===== src/rtl/seq_divider_pkg.sv =====
// Shared types and constants for the multi-cycle restoring divider.
package seq_divider_pkg;

    typedef enum logic [1:0] {
        IDLE = 2'd0,
        RUN  = 2'd1,
        FIX  = 2'd2,
        DONE = 2'd3
    } div_state_t;

    localparam int DEF_WIDTH = 32;
    localparam int DEF_CNT_W = $clog2(DEF_WIDTH + 1);

    // Fill bit for the divide-by-zero quotient (all ones at any width).
    localparam bit DZ_QUOT_FILL = 1'b1;

    function automatic int cnt_width(input int width);
        return $clog2(width + 1);
    endfunction

endpackage


===== src/rtl/seq_divider_trial_sub.sv =====
// Combinational WIDTH+1-bit trial subtractor; nonneg is the carry-out (no borrow).
module div_trial_sub #(
    parameter int WIDTH = 32
) (
    input  logic [WIDTH:0] minuend,
    input  logic [WIDTH:0] subtrahend,
    output logic [WIDTH:0] diff,
    output logic           nonneg
);

    logic [WIDTH+1:0] sum;

    assign sum    = {1'b0, minuend} + {1'b0, ~subtrahend} + {{(WIDTH+1){1'b0}}, 1'b1};
    assign diff   = sum[WIDTH:0];
    assign nonneg = sum[WIDTH+1];

endmodule


===== src/rtl/seq_divider.sv =====
// Restoring integer divider: one quotient bit per clock, signed or unsigned operands.
module seq_divider
    import seq_divider_pkg::*;
#(
    parameter int WIDTH = 32
) (
    input  logic             clk,
    input  logic             rst_n,
    input  logic             start,
    input  logic             is_signed,
    input  logic [WIDTH-1:0] dividend,
    input  logic [WIDTH-1:0] divisor,
    output logic             busy,
    output logic             done,
    output logic [WIDTH-1:0] quotient,
    output logic [WIDTH-1:0] remainder,
    output logic             div_by_zero
);

    localparam int               CNT_W    = cnt_width(WIDTH);
    localparam logic [CNT_W-1:0] CNT_LOAD = CNT_W'(WIDTH);
    localparam logic [CNT_W-1:0] CNT_ONE  = {{(CNT_W-1){1'b0}}, 1'b1};

    div_state_t state, state_nx;

    logic [CNT_W-1:0] cnt;
    logic [WIDTH-1:0] q_acc;
    logic [WIDTH-1:0] rem_acc;
    logic [WIDTH-1:0] dvs_mag;
    logic             q_neg;
    logic             r_neg;

    logic signed [WIDTH-1:0] dvd_s;
    logic signed [WIDTH-1:0] dvs_s;
    logic                    dvd_neg_in;
    logic                    dvs_neg_in;
    logic                    dvs_zero;

    logic [WIDTH:0] shift;
    logic [WIDTH:0] trial_diff;
    logic [WIDTH:0] rem_nx;
    logic           trial_ok;
    logic           rem_nx_msb_unused;

    // Conditional two's-complement negate; also yields the magnitude of a negative operand.
    function automatic logic [WIDTH-1:0] apply_sign(input logic [WIDTH-1:0] v, input logic neg);
        return neg ? (~v + {{(WIDTH-1){1'b0}}, 1'b1}) : v;
    endfunction

    assign dvd_s      = $signed(dividend);
    assign dvs_s      = $signed(divisor);
    assign dvd_neg_in = is_signed && (dvd_s < 0);
    assign dvs_neg_in = is_signed && (dvs_s < 0);
    assign dvs_zero   = (divisor == '0);

    // The next dividend bit enters from the top of q_acc as quotient bits shift in below.
    assign shift = {rem_acc, q_acc[WIDTH-1]};

    div_trial_sub #(.WIDTH(WIDTH)) u_trial (
        .minuend    (shift),
        .subtrahend ({1'b0, dvs_mag}),
        .diff       (trial_diff),
        .nonneg     (trial_ok)
    );

    // A kept trial is always below the divisor, so its top bit is zero.
    assign rem_nx            = trial_ok ? trial_diff : shift;
    assign rem_nx_msb_unused = rem_nx[WIDTH];

    always_ff @(posedge clk or negedge rst_n) begin
        if (!rst_n) begin
            state <= IDLE;
        end else begin
            state <= state_nx;
        end
    end

    always_comb begin
        state_nx = state;
        case (state)
            IDLE:    if (start) state_nx = dvs_zero ? DONE : RUN;
            RUN:     if (cnt == CNT_ONE) state_nx = FIX;
            FIX:     state_nx = DONE;
            DONE:    state_nx = IDLE;
            default: state_nx = IDLE;
        endcase
    end

    assign busy = (state == RUN) || (state == FIX);
    assign done = (state == DONE);

    always_ff @(posedge clk or negedge rst_n) begin
        if (!rst_n) begin
            cnt         <= '0;
            q_acc       <= '0;
            rem_acc     <= '0;
            dvs_mag     <= '0;
            q_neg       <= 1'b0;
            r_neg       <= 1'b0;
            quotient    <= '0;
            remainder   <= '0;
            div_by_zero <= 1'b0;
        end else begin
            case (state)
                IDLE: begin
                    if (start && dvs_zero) begin
                        quotient    <= {WIDTH{DZ_QUOT_FILL}};
                        remainder   <= dividend;
                        div_by_zero <= 1'b1;
                    end else if (start) begin
                        q_acc   <= apply_sign(dividend, dvd_neg_in);
                        dvs_mag <= apply_sign(divisor, dvs_neg_in);
                        q_neg   <= dvd_neg_in ^ dvs_neg_in;
                        r_neg   <= dvd_neg_in;
                        rem_acc <= '0;
                        cnt     <= CNT_LOAD;
                    end
                end
                RUN: begin
                    rem_acc <= rem_nx[WIDTH-1:0];
                    q_acc   <= {q_acc[WIDTH-2:0], trial_ok};
                    cnt     <= cnt - CNT_ONE;
                end
                // MIN / -1 needs no special case: the magnitude quotient is already MIN.
                FIX: begin
                    quotient    <= apply_sign(q_acc, q_neg);
                    remainder   <= apply_sign(rem_acc, r_neg);
                    div_by_zero <= 1'b0;
                end
                default: ;
            endcase
        end
    end

endmodule

===== config.mk =====
export PLATFORM = sky130hd
export DESIGN_NAME = seq_divider
export DESIGN_NICKNAME = d
export VERILOG_FILES = /design/src/rtl/seq_divider_pkg.sv /design/src/rtl/seq_divider_trial_sub.sv /design/src/rtl/seq_divider.sv
export SDC_FILE = /design/constraint.sdc
export NUM_CORES = 1
export LEC_CHECK = 0
export ABC_AREA = 1
export BUFFER_PORTS_ARGS = -buffer_cell sky130_fd_sc_hd__buf_4
export CAP_MARGIN = 30
export CORE_AREA = 8 8 169 171
export CTS_CLUSTER_DIAMETER = 120
export DETAILED_ROUTE_END_ITERATION = 16
export DIE_AREA = 0 0 177 179
export HOLD_SLACK_MARGIN = 0.06
export PLACE_DENSITY = 0.77
export SETUP_SLACK_MARGIN = 0.2
export SYNTH_ARGS = -nofsm -noshare
export SYNTH_HDL_FRONTEND = slang
export SYNTH_SLANG_ARGS = --single-unit

===== constraint.sdc =====
create_clock -name clk -period 1.8 [get_ports clk]
set_input_delay 0.18 -clock clk [delete_from_list [all_inputs] [get_ports clk]]
set_output_delay 0.18 -clock clk [all_outputs]
set_load 0.02 [all_outputs]

==> metrics.md, run 1 <==
| Metric | Value |
|---|---|
| Main synth FF type | dfrtp_1 |
| Placed instance count | 2990 |
| Synthesized area per cell | 6.24 um2 |
| Routability congestion estimate | 1.03 |
| Mapped Area | 0.0139 mm2 |
| Global Route Usage Sum | 70.5% |
| Cts bufs inserted | 17 |
| Die Ht | 179 um |
| Synthesized net count | 2346 |
| Post-synth top area share | 30.7% |
| Initial Utilization | 54.1% |
| Max Buffers Root-to-Sink | 2 |
| H-tree level count | 4 |
| Area contributors post-synth | dfrtp_1 (31%), nand2_1 (19%), nand3_1 (9.1%) |
| Die width | 177 um |
| Total global routing overflow | 14 |
| Yosys cell types | 44 |
| Site Rows | 59 |
| Pin count of the biggest net entering global routing | 48 |
| HPWL after detailed placement | 43800 um |
| IO Port Bufs | 134 |
| Crit. endpoint post-GRT repair | rem_acc[28]$_DFFE_PN0P_/D |
| Yosys warning total | 0 |
| Initial antenna violation count | 9 |
| Top cells by count, synth | nand2_1 (715), inv_1 (295), nand3_1 (253), nor2_1 (244), dfrtp_1 (171) |
| Post-synth top area cell | dfrtp_1 |
| WEP type | sequential cell input |
| Post-synthesis sequential area ratio | 30.7% |
| Status | did not finish |
| I/O Pins | 135 |
| CTS Root Buffer Type | clkbuf_16 |
| Most frequent cell after synthesis | nand2_1 |
| Number of synthesized register bits | 171 |
| Mapped Cells | 2234 |
| FFs w/ async S/R, synth | 100% |
| Tool Error | [ERROR GRT-0232] Routing congestion too high. Check the congestion heatmap in the GUI. |
| EDFF count, synth | 0 |
| Stop stage | global routing (5_1_grt) |
| Clock sink total | 171 |
-- per-stage QoR --
| stage | setup slack (ps) | instance area [um2] | hold WS, ps | utilization, % |
|---|---|---|---|---|
| 2_1_floorplan | -36.5 | 14400 | -116 | - |
| 3_3_place_gp | -341 | 18400 | 155 | 71.3 |
| 3_5_place_dp | -373 | 18400 | 154 | 71.3 |
| 4_1_cts | -250 | 21000 | 62.9 | 81.5 |
-- layer usage --
layer  track usage (%)  overflow
met5              32.0         0
met4              66.8         7
met3              60.3         0
met2              86.1         6
met1              68.5         1
-- logic make-up after synthesis --
family | count (synthesis) | synth area share [%]
flip-flops | 171 | 30.7
adder cells (fa/ha/maj) | 44 | 4.00
AND/OR/NAND/NOR | 1301 | 38.9
AO/OA/AOI/OAI | 271 | 11.0
multiplexers | 1 | 0.0808
buffers and inverters | 378 | 11.0
XOR/XNOR | 68 | 4.27
-- repair_timing --
item,4_1_cts
endpoints found under the setup margin,150
resized for setup,393
hold endpoints to repair,57
pin swaps,167
hold buffers,14
cloned,7
buffers inserted,59
==> run 2, diff against run 1 <==
CORE_AREA = 8 8 196 198   (was 8 8 169 171)
CTS_CLUSTER_DIAMETER = not set   (was 120)
DIE_AREA = 0 0 204 206   (was 0 0 177 179)
HOLD_SLACK_MARGIN = not set   (was 0.06)
PLACE_DENSITY = not set   (was 0.77)
PLACE_DENSITY_LB_ADDON = 0.15   (was not set)
SETUP_SLACK_MARGIN = not set   (was 0.2)
clock period = 2.34 ns   (was 1.8 ns; I/O delays follow)
==> metrics.md, run 2 <==
| Metric | Value |
|---|---|
| Final Max Tran Viols | 0 |
| First-pass GRT wire length | 82500 um |
| Worst EP arrival | 2620 ps |
| Initial antenna violation count | 0 |
| 1st-iter DRT viols | 1175 |
| Register-to-Register Path Depth | 15 |
| Max-cap violations | 0 |
| Met3 WL | 3300 um |
| Status | finished clean |
| Slew margin rel. | 52.1% |
| Yosys cell types | 44 |
| Initial DRT Pass Iterations | 5 |
| Main synth FF type | dfrtp_1 |
| Top cells by count, synth | nand2_1 (715), inv_1 (295), nand3_1 (253), nor2_1 (244), dfrtp_1 (171) |
| HP Start | dividend[17] |
| Top layer in use | met4 |
| Synth-to-Final Area Change | 22.4% |
| Die width | 204 um |
| Die Ht | 206 um |
| I/O Pins | 135 |
| DR DRC count | 0 |
| Site Rows | 69 |
| CTS Root Buffer Type | clkbuf_16 |
| Fin crit period | 2270 ps |
| Fin util | 48.4% |
| Cell Pwr Density | 1600 mW/mm2 |
| Fin. Hold Viols | 0 |
| Lkg Pwr | 8.63 nW |
| Final wirelength | 54400 um |
| N_diodes | 0 |
| H-tree level count | 4 |
| Combinational Power Share | 68.9% |
| Worst skew pair latency | 460 ps |
| M1 WL | 24200 um |
| Mapped Area | 0.0139 mm2 |
| CTS tree | yes |
| Synthesized net count | 2346 |
| Number of synthesized register bits | 171 |
| Worst-Margin Slew | 718 ps |
| Most frequent cells in the layout | nand2_1 (708), inv_1 (289), nand3_1 (250) |
| Cts bufs inserted | 17 |
| Int Power | 13.0 mW |
| IO Port Bufs | 134 |
| Vias in the first global route | 14.5k |
| Post-route worst setup slack | 66.9 ps |
| Clock share of power | 11.0% |
| Vias per cell | 5.24 |
| Commonest non-fill, non-tap cell in the layout | nand2_1 |
| Reg2reg end | rem_acc[24]$_DFFE_PN0P_ |
| EDFF count, synth | 0 |
| Die area | 0.0420 mm2 |
| Crit Path Class | reg -> reg |
| Global Route Usage Sum | 25.3% |
| Class of the worst hold path | in -> reg |
| Antenna Violating Nets Remaining | 0 |
| Clock skew | 13.3 ps |
| Final net count | 2540 |
| Post-synth top area cell | dfrtp_1 |
| Reg2reg start | q_acc[31]$_DFFE_PN0P_ |
| Worst setup SP type | flip-flop |
| Via count | 15.2k |
| Power consumption | 27.3 mW |
| Fin crit share | 97.1% |
| Switching Fraction | 52.3% |
| Layout cells sized above 1 | 15.4% |
| DR WL met2 | 24900 um |
| FFs w/ async S/R, synth | 100% |
| Routability congestion estimate | 0.948 |
| HPWL after detailed placement | 43300 um |
| WL/cell | 18.8 um |
| Setup total negative slack | 0 ps |
| Layout fillers | 3733 |
| WP data required | 2690 ps |
| Core Box Area | 0.0352 mm2 |
| Worst slack at placement | -139 ps |
| Area contributors post-synth | dfrtp_1 (31%), nand2_1 (19%), nand3_1 (9.1%) |
| CP Max Fanout | 5 |
| Fmax | 440 MHz |
| Dpl cell area | 0.0161 mm2 |
| Mapped Cells | 2234 |
| Synthesized area per cell | 6.24 um2 |
| Hold EP | remainder[17]$_DFFE_PN0P_ |
| Sequential cell area | 0.00428 mm2 |
| Post-synthesis sequential area ratio | 30.7% |
| Finished Cell Area | 0.0171 mm2 |
| Yosys warning total | 0 |
| Max Buffers Root-to-Sink | 2 |
| Reg2reg setup slack | 70 ps |
| Clock slew at reported path FFs | 70 ps |
| Sequential power share | 20.1% |
| Total global routing overflow | 0 |
| Pin count of the biggest net entering global routing | 55 |
| Area of the multi-input gates | 0.00839 mm2 |
| Hold Path Cell Cnt | 3 |
| Peak VDD IR | 0.000827 V |
| Initial Utilization | 39.6% |
| Post-synth top area share | 30.7% |
| Psw | 14.3 mW |
| Critical path capture point type | flip-flop |
| Most frequent cell after synthesis | nand2_1 |
| Clock sink total | 171 |
| Endpoints failing setup | 0 |
==> run 2: cell counts after synthesis <==
Identical to the previous run, type by type.
==> run 2: power by group through the flow <==
stage / clock network [mW] / logic, mW / registers, mW
finish: 3.00 / 18.8 / 5.50
global route: 3.16 / 20.8 / 5.67
CTS: 3.05 / 17.7 / 5.43
detailed placement: 0 / 17.6 / 5.49
global placement: 0 / 17.5 / 5.46
floorplan: 0 / 10.9 / 5.74
==> run 2: worst max-delay path by stage <==
stage | from | endpoint | depth (start not counted)
floorplan | rem_acc[7]$_DFFE_PN0P_ | rem_acc[15]$_DFFE_PN0P_ | 14
global placement | rem_acc[0]$_DFFE_PN0P_ | rem_acc[24]$_DFFE_PN0P_ | 14
detailed placement | rem_acc[0]$_DFFE_PN0P_ | rem_acc[24]$_DFFE_PN0P_ | 14
CTS | rem_acc[0]$_DFFE_PN0P_ | remainder[18]$_DFFE_PN0P_ | 13
global route | rem_acc[10]$_DFFE_PN0P_ | rem_acc[29]$_DFFE_PN0P_ | 16
finish | q_acc[31]$_DFFE_PN0P_ | rem_acc[24]$_DFFE_PN0P_ | 15
==> run 2: stage by stage <==
step / hold WS (ps) / std cells
2_1_floorplan: -61.6 / 2234
3_3_place_gp: 207 / 2859
3_5_place_dp: 209 / 2859
4_1_cts: 66.1 / 2891
5_1_grt: 90.8 / 2901
6_report: 92.0 / 2901
==> run 2: cell type report <==
class | count | area share [%]
Multi-Input combinational cell | 1685 | 49.1
Sequential cell | 171 | 25.1
Timing Repair Buffer | 249 | 12.2
Inverter | 304 | 6.72
Tap cell | 461 | 3.38
Clock buffer | 19 | 2.65
Clock inverter | 12 | 0.814
==> run 2: repair_timing <==
| action | in CTS | in global routing |
|---|---|---|
| endpoints found under the setup margin | 7 | 41 |
| gates resized for setup | 6 | 53 |
| endpoints found under the hold margin | 41 | 0 |
| pin swaps | 0 | 7 |
| hold buffers | 1 | 0 |
| gates cloned | 0 | 3 |
| setup buffers | 0 | 7 |
==> run 2: routing by layer <==
metal  vias up  global-route usage, %
met3        78                   4.25
met2       487                   41.0
li1       7534                      -
met1      7110                   33.4
met5         -                      0
met4         0                   9.90
==> run 2: worst max-delay path: stages, from the launching register on <==
cell and delay [ps]:
dfrtp_1 360, inv_1 60, ha_2 220, fa_2 420, inv_2 80, nand3_2 80
nand3_4 120, nand2_1 120, nand2_2 110, nand2_1 120, nand3_1 100, nand2_1 50
nand2_1 80, nand2_1 100, nand3_1 90, nand2_1 50
==> run 2: cells by family (layout without fill, tap and decap cells) <==
group / Yosys count / in the layout / share of synthesized area (%)
compound gates: 271 / 271 / 11.0
xor+xnor: 68 / 68 / 4.27
fa+ha+maj: 44 / 44 / 4.00
flops: 171 / 171 / 30.7
mux: 1 / 1 / 0.0808
buf+inv: 378 / 584 / 11.0
simple gates: 1301 / 1301 / 38.9
(Power assumes the default switching activity.)
